<file path="config.mk">
export PLATFORM = sky130hd
export DESIGN_NAME = operand_collector
export DESIGN_NICKNAME = d
export VERILOG_FILES = /design/src/rtl/operand_collector.sv
export SDC_FILE = /design/constraint.sdc
export NUM_CORES = 1
export LEC_CHECK = 0
export CORE_ASPECT_RATIO = 1.75
export CORE_MARGIN = 4
export CORE_UTILIZATION = 45
export DETAILED_ROUTE_END_ITERATION = 8
export PLACE_DENSITY = 0.87
export SYNTH_ARGS = -nofsm -noshare
export SYNTH_HDL_FRONTEND = slang
export SYNTH_SLANG_ARGS = --single-unit
</file>
<file path="constraint.sdc">
create_clock -name clock -period 2.75 [get_ports clock]
set_clock_uncertainty 0.05 [all_clocks]
set_input_delay 0.4125 -clock clock [delete_from_list [all_inputs] [get_ports clock]]
set_output_delay 0.4125 -clock clock [all_outputs]
set_load 0.01 [all_outputs]
</file>
<file path="src/rtl/operand_collector.sv">
// ---------------------------------------------------------------------------
// operand_collector
//
// Purpose:
//   Accepts one issued instruction at a time and reads up to three source
//   operands from a shared register bank through an arbitrated read port.
//   The operands are gathered into a bundle, which is held at the output
//   until downstream accepts it.
//   Reads go out in ascending source order and skip sources whose mask bit
//   is clear. Read data returns one cycle after the read is issued. That
//   data is captured while the next read is being issued, so an unbroken
//   grant yields one operand per cycle.
//
// Ports:
//   clock        single clock, rising edge
//   reset        synchronous, active-high
//   in_valid     instruction offered
//   in_ready     instruction accepted this cycle (IDLE only)
//   in_rs1_addr  source 1 register address
//   in_rs2_addr  source 2 register address
//   in_rs3_addr  source 3 register address
//   in_rs_mask   bit k set means source k+1 is needed
//   in_tag       opaque tag, passed through to out_tag
//   rf_req       read request to the bank arbiter
//   rf_gnt       arbiter grant (can drop in any cycle)
//   rf_en        bank read enable = rf_req & rf_gnt
//   rf_addr      bank read address
//   rf_data      bank read data, valid the cycle after rf_en
//   out_valid    operand bundle available
//   out_ready    downstream accepts the bundle
//   out_op1      collected operand for source 1 (0 if not needed)
//   out_op2      collected operand for source 2 (0 if not needed)
//   out_op3      collected operand for source 3 (0 if not needed)
//   out_tag      tag of the instruction in the bundle
// ---------------------------------------------------------------------------
module operand_collector #(
   parameter int ADDR_W = 8,
   parameter int DATA_W = 32
) (
   input  logic              clock,
   input  logic              reset,
   input  logic              in_valid,
   output logic              in_ready,
   input  logic [ADDR_W-1:0] in_rs1_addr,
   input  logic [ADDR_W-1:0] in_rs2_addr,
   input  logic [ADDR_W-1:0] in_rs3_addr,
   input  logic [2:0]        in_rs_mask,
   input  logic [7:0]        in_tag,
   output logic              rf_req,
   input  logic              rf_gnt,
   output logic              rf_en,
   output logic [ADDR_W-1:0] rf_addr,
   input  logic [DATA_W-1:0] rf_data,
   output logic              out_valid,
   input  logic              out_ready,
   output logic [DATA_W-1:0] out_op1,
   output logic [DATA_W-1:0] out_op2,
   output logic [DATA_W-1:0] out_op3,
   output logic [7:0]        out_tag
);

   localparam logic [1:0] S_IDLE  = 2'd0;
   localparam logic [1:0] S_RD    = 2'd1;
   localparam logic [1:0] S_DRAIN = 2'd2;
   localparam logic [1:0] S_OUT   = 2'd3;

   logic [1:0]        r_state;
   logic [1:0]        r_ptr;
   logic [1:0]        r_capIdx;
   logic              r_capPend;
   logic [2:0]        r_mask;
   logic [7:0]        r_tag;
   logic [ADDR_W-1:0] r_rs1Addr;
   logic [ADDR_W-1:0] r_rs2Addr;
   logic [ADDR_W-1:0] r_rs3Addr;
   logic [DATA_W-1:0] r_op1;
   logic [DATA_W-1:0] r_op2;
   logic [DATA_W-1:0] r_op3;

   logic [1:0]        w_firstPtr;
   logic [1:0]        w_nextPtr;
   logic              w_hasNext;

   // Lowest set bit of the incoming mask. This value is used only when the
   // mask is non-zero, so the fall-through case stands for source 3.
   always_comb begin
      w_firstPtr = 2'd2;
      if (in_rs_mask[0]) begin
         w_firstPtr = 2'd0;
      end else if (in_rs_mask[1]) begin
         w_firstPtr = 2'd1;
      end
   end

   // Next higher set mask bit above the current pointer. If there is none,
   // the read just issued was the last one and the next state is DRAIN.
   always_comb begin
      w_hasNext = 1'b0;
      w_nextPtr = r_ptr;
      case (r_ptr)
         2'd0: begin
            if (r_mask[1]) begin
               w_hasNext = 1'b1;
               w_nextPtr = 2'd1;
            end else if (r_mask[2]) begin
               w_hasNext = 1'b1;
               w_nextPtr = 2'd2;
            end
         end
         2'd1: begin
            if (r_mask[2]) begin
               w_hasNext = 1'b1;
               w_nextPtr = 2'd2;
            end
         end
         default: begin
            w_hasNext = 1'b0;
         end
      endcase
   end

   // The handshake outputs are gated by reset. This keeps them quiet during
   // a reset cycle, even when the state register still holds RD or OUT from
   // before the reset.
   assign in_ready  = !reset && (r_state == S_IDLE);
   assign rf_req    = !reset && (r_state == S_RD);
   assign rf_en     = rf_req && rf_gnt;
   assign out_valid = !reset && (r_state == S_OUT);

   always_comb begin
      case (r_ptr)
         2'd0:    rf_addr = r_rs1Addr;
         2'd1:    rf_addr = r_rs2Addr;
         default: rf_addr = r_rs3Addr;
      endcase
   end

   assign out_op1 = r_op1;
   assign out_op2 = r_op2;
   assign out_op3 = r_op3;
   assign out_tag = r_tag;

   // The capture of the previous read's data is independent of the state
   // update, so a capture and a new issue can happen in the same cycle.
   // In IDLE no capture is ever pending, so clearing the operands on accept
   // cannot collide with a capture.
   always_ff @(posedge clock) begin
      if (reset) begin
         r_state   <= S_IDLE;
         r_ptr     <= 2'd0;
         r_capIdx  <= 2'd0;
         r_capPend <= 1'b0;
         r_mask    <= 3'd0;
         r_tag     <= 8'd0;
         r_rs1Addr <= '0;
         r_rs2Addr <= '0;
         r_rs3Addr <= '0;
         r_op1     <= '0;
         r_op2     <= '0;
         r_op3     <= '0;
      end else begin
         r_capPend <= 1'b0;
         if (r_capPend) begin
            case (r_capIdx)
               2'd0:    r_op1 <= rf_data;
               2'd1:    r_op2 <= rf_data;
               default: r_op3 <= rf_data;
            endcase
         end
         case (r_state)
            S_IDLE: begin
               if (in_valid) begin
                  r_rs1Addr <= in_rs1_addr;
                  r_rs2Addr <= in_rs2_addr;
                  r_rs3Addr <= in_rs3_addr;
                  r_mask    <= in_rs_mask;
                  r_tag     <= in_tag;
                  r_op1     <= '0;
                  r_op2     <= '0;
                  r_op3     <= '0;
                  r_ptr     <= w_firstPtr;
                  r_state   <= (in_rs_mask == 3'd0) ? S_OUT : S_RD;
               end
            end
            S_RD: begin
               if (rf_en) begin
                  r_capPend <= 1'b1;
                  r_capIdx  <= r_ptr;
                  if (w_hasNext) begin
                     r_ptr <= w_nextPtr;
                  end else begin
                     r_state <= S_DRAIN;
                  end
               end
            end
            S_DRAIN: begin
               r_state <= S_OUT;
            end
            default: begin
               if (out_ready) begin
                  r_state <= S_IDLE;
               end
            end
         endcase
      end
   end

endmodule
</file>
==> results of run 1 <==
==> sequential cells by signal, summed over array words and instances (netlist names), 8 cells and up <==
signal	flops
out_op1	32
out_op2	32
out_op3	32
out_tag	8
r_rs1Addr	8
r_rs2Addr	8
r_rs3Addr	8
==> critical path, cell delays in order (launching register included) <==
cell	delay, ns
dfxtp_1	0.78
mux2i_1	0.17
o21ai_1	0.16
clkdlybuf4s50_1	0.57
==> cell type report <==
type	instances	share of cell area, %
sequential	137	35.5
multi-input combinational	473	28.7
timing repair buffer	199	25.6
clock buffer	18	5.69
tap	132	2.14
clock inverter	14	2.09
inverter	5	0.243
==> power breakdown <==
group          internal [mW]  switching, mW  leakage [nW]
registers               2.12          0.135          1.11
logic                  0.524          0.630          1.22
clock network           1.38          0.907         0.290
total                   4.03           1.67          2.62
==> cell usage in the layout (no fill, tap or decap), types with 5 or more instances in the layout <==
cell type,instances
nand2_1,274
a21oi_1,134
inv_6,5
o21ai_1,11
buf_4,11
mux2i_1,8
clkdlybuf4s50_1,187
nor2b_1,5
and2_1,6
clkbuf_16,17
dfxtp_1,137
==> routing by layer <==
metal	global-route usage [%]	routed length, µm	up-vias
met1	22.5	5240	2319
met4	11.3	671	0
li1	-	-	2497
met5	0	0	-
met2	41.1	8110	228
met3	6.39	1180	45
==> worst min path at each step <==
stage | endpoint | cells after the start
finish | out_op2[10]$_SDFF_PP0_ | 2
global route | out_op1[6]$_SDFF_PP0_ | 2
CTS | out_tag[5]$_SDFFE_PP0P_ | 2
detailed placement | out_op3[9]$_SDFF_PP0_ | 2
global placement | out_tag[0]$_SDFFE_PP0P_ | 2
floorplan | r_rs1Addr[0]$_SDFFE_PP0P_ | 2
==> logic make-up (layout without fill, tap and decap cells) <==
kind of cell               after synthesis  in the layout  synth area share (%)
DFF                                    137            137                  53.1
buffers and inverters                   53            236                  4.39
muxes                                    8              8                  1.55
and+or+nand+nor                        304            304                  23.9
AOI/OAI and AO/OA                      156            156                  15.9
adders and majority gates                5              5                  1.21
==> key figures, run 1 <==
Critical path
  • FF-to-FF path depth: 6
  • Critical Path RT: 2.29 ns
  • Worst path arrival time: 2.08 ns
  • Reg-to-Reg Start: r_state[0]$_SDFFE_PP0P_
  • Crit path capture: rf_addr[0]
  • Critical Path Source Type: register
  • Critical Path Fanout Max: 13
  • CP endpoint kind: output port
  • Crit Reg-Reg Endpoint: r_ptr[0]$_SDFFE_PP0P_
  • Crit path launch: r_ptr[0]$_SDFFE_PP0P_
  • R2R Setup Slk: 0.77 ns
  • Kind of critical path: reg2out

Yosys
  • Most area-consuming cells after synthesis: dfxtp_1 53%, nand2_1 20%, a21oi_1 13%, clkbuf_1 2.2%, buf_2 1.6%
  • Mapped Area: 0.00516 mm²
  • Synth unique cells: 36
  • Sequential-to-total area share from yosys stat: 53.1%
  • Ys Warns: 0
  • Syn_area_per_cell: 7.79 µm²
  • Yosys top cell area share: 53.1%
  • Post-Syn Nets: 740
  • Post-synth top cells: 274 x nand2_1, 137 x dfxtp_1, 134 x a21oi_1
  • Dominant cell type by area after synthesis: dfxtp_1
  • Synthesized flop and latch total: 137
  • Gate Count Post-Synth: 663
  • Ys flop type: dfxtp_1
  • Ys async rst share: 0%
  • Most frequent cell after synthesis: nand2_1
  • Post-synth EDFFs: 0

STA
  • Setup violators final: 0
  • RSZ-0062 raised after global routing: false
  • Max Fclk: 393 MHz
  • Final hold slack: 0.402 ns
  • Worst rel slew slack: 51.6%
  • Slew Viols, Final: 0
  • Fin Setup TNS: 0 ns
  • Endpoints failing hold: 0
  • Period utilisation layout: 92.6%
  • Final min period: 2.55 ns
  • Setup WS post-layout: 0.203 ns
  • Slew of the pin with the lowest slew margin: 0.725 ns

Clocking
  • Clock transition at path regs: 0.06 ns
  • Post-CTS setup buffer count: 0
  • CTS tree: built
  • TritonCTS buffer count: 17
  • H-tree levels: 4
  • CTS max path bufs: 2
  • Clk Latency, worst-skew pair: 0.40 ns
  • CTS Hold Bufs: 0
  • CTS sink count: 137
  • CTS root buf: clkbuf_16
  • Post-cts resize count: 0

Placement
  • I/O Buffers: 187
  • HPWL after DPL: 10400 µm
  • DP Worst Slack: 0.468 ns
  • GPL Wtd Cong: 0.825
  • Cell Count Post-Placement: 946
  • Post-Place Cell Area: 0.00711 mm²

Power
  • VDD IR-drop max: 625 µV
  • Pwr dens: 738 mW/mm²
  • Pwr Total: 5.70 mW
  • Leakage: 2.62 nW

Outcome
  • Run status: finished clean

Layout
  • Share of layout cells above drive strength 1: 6.03%
  • Multi-input gate area: 0.00222 mm²
  • Fill count: 857
  • Nets: 910
  • Post-layout util: 69.1%
  • # diodes: 0
  • Register area: 0.00274 mm²
  • Fin cells: 978
  • Post-layout instance area: 0.00772 mm²
  • Area delta synth->final: 49.6%

Drt
  • DR WL/cell: 15.5 µm
  • Vias per cell: 5.20
  • Post-Route WL: 15200 µm
  • Detailed Route Iter0 Violations: 228
  • Drt pass-1 iters: 5
  • Via Count: 5089
  • DRC viols: 0
  • Antenna-violating nets left: 0

Global route
  • Initial antenna violation count: 0
  • Vias in the first global route: 4921
  • First-pass GRT wire length: 23500 µm
  • Pin count of the biggest net entering global routing: 45
  • Remaining Overflow, GRT: 0
  • GRT Total Usage: 22.5%

Hold path
  • Hold WC Path Type: reg2reg
  • Hold wc startpoint: out_op2[10]$_SDFF_PP0_

Floorplan
  • Die area: 0.0133 mm²
  • Chip Width: 89.0 µm
  • Core Rows: 51
  • Die height: 150 µm
  • Core Footprint: 0.0112 mm²
  • Initial Utilization: 46.2%
  • I/O pin cnt: 188

Flow run
  • Max-cap violations: 0
No activity file was read; power rests on OpenSTA's default activity.
==> inputs of run 2 (changes only) <==
--- a/config.mk
+++ b/config.mk
@@ -5,6 +5,7 @@
 export SDC_FILE = /design/constraint.sdc
 export NUM_CORES = 1
 export LEC_CHECK = 0
+export ABC_CLOCK_PERIOD_IN_PS = 2750
 export CORE_ASPECT_RATIO = 1.75
 export CORE_MARGIN = 4
 export CORE_UTILIZATION = 45
==> constraint.sdc (replaced) <==
create_clock -name clock -period 2.75 [get_ports clock]
set_clock_uncertainty 0.05 [all_clocks]
set_input_delay 0.4125 -clock clock [delete_from_list [all_inputs] [get_ports clock]]
set_output_delay 0.4125 -clock clock [all_outputs]
set_load 0.005 [all_outputs]
==> run 2 against run 1 <==
- global-route usage is essentially flat
- core utilization shrank 0.067 points
- count of clock-buffer cells in the layout is the same
- final area is essentially flat
- sequential cell count is the same
- first-iteration DRC count shrank 9.6%
- register-to-register slack gained 0.05 ns
- maximum frequency grew 1.1%
- critical endpoint is now rf_en
- highest routed layer unchanged
==> key figures, run 2 (synthesis results as in run 1) <==
Placement
  • HPWL after DPL: 10100 µm
  • Cell Count Post-Placement: 945
  • I/O Buffers: 187
  • GPL Wtd Cong: 0.828

Drt
  • Detailed Route Iter0 Violations: 206
  • DR WL/cell: 15.3 µm
  • Vias per cell: 5.07
  • Antenna-violating nets left: 0
  • DRC viols: 0
  • Post-Route WL: 14900 µm
  • Via Count: 4956
  • Drt pass-1 iters: 4

Global route
  • First-pass GRT wire length: 23200 µm
  • Initial antenna violation count: 0
  • GRT Total Usage: 22.6%
  • Remaining Overflow, GRT: 0
  • Vias in the first global route: 4891
  • Pin count of the biggest net entering global routing: 97

Floorplan
  • Die area: 0.0133 mm²
  • Core Rows: 51
  • Core Footprint: 0.0112 mm²
  • I/O pin cnt: 188
  • Initial Utilization: 46.2%
  • Die height: 150 µm
  • Chip Width: 89.0 µm

Critical path
  • Critical path's top delay family: buffers and inverters
  • Critical path's slowest cell: clkdlybuf4s50_1
  • Critical Path Source Type: register
  • Buffers & Inverters on Critical Path: 3
  • CP Cell Sequence: inv_1, ha_4, inv_2, nor2_1, and2_1, clkdlybuf4s50_1
  • CP endpoint kind: output port
  • Kind of critical path: reg2out
  • Critical Path Fanout Max: 12
  • Worst path max stage delay: 0.49 ns
  • Critical Path RT: 2.29 ns
  • Worst path arrival time: 2.06 ns

Clocking
  • CTS Hold Bufs: 0
  • TritonCTS buffer count: 17
  • CTS sink count: 137
  • Clock transition at path regs: 0.06 ns
  • CTS max path bufs: 2
  • Clk Latency, worst-skew pair: 0.41 ns
  • CTS root buf: clkbuf_16
  • H-tree levels: 4
  • CTS tree: built

Power
  • Sw Share: 28.7%
  • Pint: 4.02 mW
  • Pwr Total: 5.64 mW
  • Logic pwr share: 19.8%
  • Pwr dens: 731 mW/mm²
  • Net Switching: 1.62 mW
  • VDD IR-drop max: 516 µV
  • Seq pwr share: 40.0%
  • Leakage: 2.62 nW
  • Clk network pwr share: 40.2%

Layout
  • # diodes: 0
  • Leading cell type in the layout, fill and taps excluded: nand2_1
  • Nets: 909
  • Fin cells: 977
  • Share of layout cells above drive strength 1: 5.92%
  • Fill count: 871
  • Area delta synth->final: 49.4%
  • Most frequent cells in the layout: 274 x nand2_1, 187 x clkdlybuf4s50_1, 137 x dfxtp_1

STA
  • Worst rel slew slack: 51.3%
  • Period utilisation layout: 91.6%
  • Final min period: 2.52 ns
  • Fin Setup TNS: 0 ns
  • Setup violators final: 0
  • Slew Viols, Final: 0
  • Max Fclk: 397 MHz
  • Final hold slack: 0.401 ns
  • RSZ-0062 raised after global routing: false
  • Slew of the pin with the lowest slew margin: 0.730 ns
  • Endpoints failing hold: 0

Flow run
  • Max-cap violations: 0

Outcome
  • Run status: finished clean

Hold path
  • Hold WC Path Type: reg2reg
## run 2: cell types whose count changed in the layout (fill, tap and decap cells not counted), sizes merged
cell / previous run / this run
buf: 12 / 11
clkinv: 4 / 5
inv: 11 / 10
## run 2: repair_timing
item,in CTS,in global routing
resized for setup,1,1
endpoints found under the setup margin,1,1
setup buffers,0,0
gates cloned,0,0
## run 2: worst paths after layout
| path | depth (start not counted) | start | endpoint | slack, ns |
|---|---|---|---|---|
| worst max-delay path | 6 | r_state[1]$_SDFFE_PP0P_ | rf_en | 0.23 |
| worst min-delay path | 2 | out_op2[23]$_SDFF_PP0_ | out_op2[23]$_SDFF_PP0_ | 0.40 |
| worst max register to register | 6 | r_state[0]$_SDFFE_PP0P_ | r_ptr[0]$_SDFFE_PP0P_ | 0.82 |
| worst min register to register | 2 | out_op2[23]$_SDFF_PP0_ | out_op2[23]$_SDFF_PP0_ | 0.40 |
## run 2: cell type report
| type | instances | area, µm² | share of cell area [%] |
|---|---|---|---|
| timing repair buffer | 198 | 1970 | 25.5 |
| clock inverter | 14 | 161 | 2.09 |
| multi-input combinational | 473 | 2220 | 28.8 |
| sequential | 137 | 2740 | 35.6 |
| inverter | 5 | 18.8 | 0.243 |
| tap | 132 | 165 | 2.14 |
| clock buffer | 18 | 439 | 5.69 |
## run 2: power by group through the flow
stage               combinational, mW  sequential (mW)  clock (mW)
floorplan                       0.695             2.23           0
global placement                 1.09             2.29           0
detailed placement               1.10             2.30           0
CTS                              1.12             2.26        2.31
global route                     1.24             2.28        2.41
finish                           1.12             2.26        2.27
## run 2: metal layers
| metal | up-vias | wire, µm | track usage (%) |
|---|---|---|---|
| li1 | 2496 | - | - |
| met1 | 2273 | 5350 | 23.1 |
| met2 | 168 | 8170 | 41.9 |
| met3 | 19 | 1080 | 6.28 |
| met4 | 0 | 335 | 8.72 |
| met5 | - | 0 | 0 |
## run 2: tightest hold or removal path, delay by kind of cell (launching register included)
family	cells	cell delay, ns
compound gates	1	0.05
flops	1	0.30
simple gates	1	0.05
## run 2: stage by stage
stage / utilization, % / worst slack, ns / area (µm²)
finish: 69.1 / 0.231 / 7710
global route: 69.1 / 0.0881 / 7710
CTS: 69.0 / 0.100 / 7700
detailed placement: 63.6 / 0.439 / 7100
global placement: 63.6 / 0.490 / 7100
floorplan: - / 1.09 / 5160
==> inputs of run 3 (changes only) <==
--- a/config.mk
+++ b/config.mk
@@ -11,6 +11,7 @@
 export CORE_UTILIZATION = 45
 export DETAILED_ROUTE_END_ITERATION = 8
 export PLACE_DENSITY = 0.87
+export SETUP_SLACK_MARGIN = 0.15
 export SYNTH_ARGS = -nofsm -noshare
 export SYNTH_HDL_FRONTEND = slang
 export SYNTH_SLANG_ARGS = --single-unit
==> run 3 against run 2 <==
- total power hardly changed
- largest power group unchanged
- maximum frequency increased by 2.2%
- count of clock-buffer cells in the layout unchanged
==> key figures, run 3 (synthesis results as in run 1) <==
Outcome
  • Run status: finished clean

Drt
  • Via Count: 4992
  • DRC viols: 0
  • Detailed Route Iter0 Violations: 208
  • Vias per cell: 5.11
  • Post-Route WL: 14900 µm
  • Drt pass-1 iters: 4
  • DR WL/cell: 15.3 µm
  • Antenna-violating nets left: 0

Hold path
  • Hold WC Path Type: reg2reg

Global route
  • Pin count of the biggest net entering global routing: 97
  • Vias in the first global route: 4902
  • First-pass GRT wire length: 23200 µm
  • Remaining Overflow, GRT: 0
  • GRT Total Usage: 22.6%
  • Initial antenna violation count: 0

Clocking
  • Clock transition at path regs: 0.06 ns
  • TritonCTS buffer count: 17
  • H-tree levels: 4
  • CTS sink count: 137
  • CTS Hold Bufs: 0
  • CTS max path bufs: 2
  • CTS root buf: clkbuf_16
  • Clk Latency, worst-skew pair: 0.41 ns
  • CTS tree: built

STA
  • Slew Viols, Final: 0
  • Slew of the pin with the lowest slew margin: 0.401 ns
  • Final min period: 2.47 ns
  • Setup violators final: 0
  • Worst rel slew slack: 73.3%
  • Max Fclk: 406 MHz
  • RSZ-0062 raised after global routing: false
  • Period utilisation layout: 89.6%
  • Fin Setup TNS: 0 ns
  • Endpoints failing hold: 0

Placement
  • I/O Buffers: 187
  • Post-Place Cell Area: 0.00710 mm²
  • GPL Wtd Cong: 0.828
  • HPWL after DPL: 10100 µm

Floorplan
  • Core Footprint: 0.0112 mm²
  • Die area: 0.0133 mm²
  • Chip Width: 89.0 µm
  • Core Rows: 51
  • I/O pin cnt: 188
  • Initial Utilization: 46.2%
  • Die height: 150 µm

Critical path
  • Critical Path RT: 2.29 ns
  • Critical Path Source Type: register
  • CP endpoint kind: output port
  • Critical Path Fanout Max: 12
  • Kind of critical path: reg2out
  • Worst path arrival time: 2.00 ns

Layout
  • Area delta synth->final: 49.5%
  • Leading cell type in the layout, fill and taps excluded: nand2_1
  • Most frequent cells in the layout: 274 x nand2_1, 187 x clkdlybuf4s50_1, 135 x dfxtp_1
  • Share of layout cells above drive strength 1: 6.27%
  • Post-layout instance area: 0.00772 mm²
  • # diodes: 0
  • Nets: 909

Flow run
  • Max-cap violations: 0

Power
  • Leakage: 2.62 nW
  • Pwr dens: 732 mW/mm²
  • VDD IR-drop max: 516 µV
run 3: cell types whose count changed in the layout (fill, tap and decap cells not counted):
cell / change
nor2_1: -1
dfxtp_2: +2
dfxtp_1: -2
nor2_2: +1
run 3: per-layer routing:
layer / GRT usage [%] / wire (µm) / vias up
met5: 0 / 0 / -
met4: 8.79 / 360 / 0
met3: 6.39 / 1120 / 21
met2: 42.0 / 8200 / 179
met1: 23.0 / 5260 / 2297
li1: - / - / 2495
run 3: worst paths after layout:
kind	slack (ns)	depth (start not counted)	startpoint	end
worst max-delay path	0.28	6	r_state[1]$_SDFFE_PP0P_	rf_en
worst min-delay path	0.40	2	out_op2[23]$_SDFF_PP0_	out_op2[23]$_SDFF_PP0_
worst max register to register	0.81	6	r_state[0]$_SDFFE_PP0P_	r_ptr[0]$_SDFFE_PP0P_
worst min register to register	0.40	2	out_op2[23]$_SDFF_PP0_	out_op2[23]$_SDFF_PP0_
run 3: timing repair:
action,CTS,global route
gates cloned,0,0
setup buffers,0,0
setup endpoints to repair,2,8
resized for setup,2,3
run 3: critical path, cell delays in order (launching register included):
cell,delay [ns]
dfxtp_1,0.35
inv_1,0.14
ha_4,0.23
inv_2,0.07
nor2_2,0.16
and2_1,0.14
clkdlybuf4s50_1,0.49
run 3: stage by stage:
step                      worst slack (ns)  cells  hold WS, ns  utilization (%)  power (mW)
final                                0.285    977        0.401             69.1        5.65
after global routing                 0.168    977        0.414             69.1        5.93
after CTS                            0.184    977        0.403             69.1        5.69
after detailed placement             0.439    945        0.395             63.6        3.40
after global placement               0.490    945        0.391             63.6        3.38
after floorplan                       1.09    663        0.386                -        2.93
run 3: cell type report:
cell class / count / area, µm²
repair buffers: 198 / 1970
flip-flops and latches: 137 / 2750
clock inverters: 14 / 161
clock buffers: 18 / 439
multi-input cells: 473 / 2220
well taps: 132 / 165
inverters: 5 / 18.8
fillers: 873 / 3450
run 3: where the power goes:
part | total (mW) | internal [mW] | switching, mW
sequential | 2.26 | 2.12 | 0.135
clock | 2.27 | 1.38 | 0.886
combinational | 1.12 | 0.520 | 0.602
total | 5.65 | 4.02 | 1.62
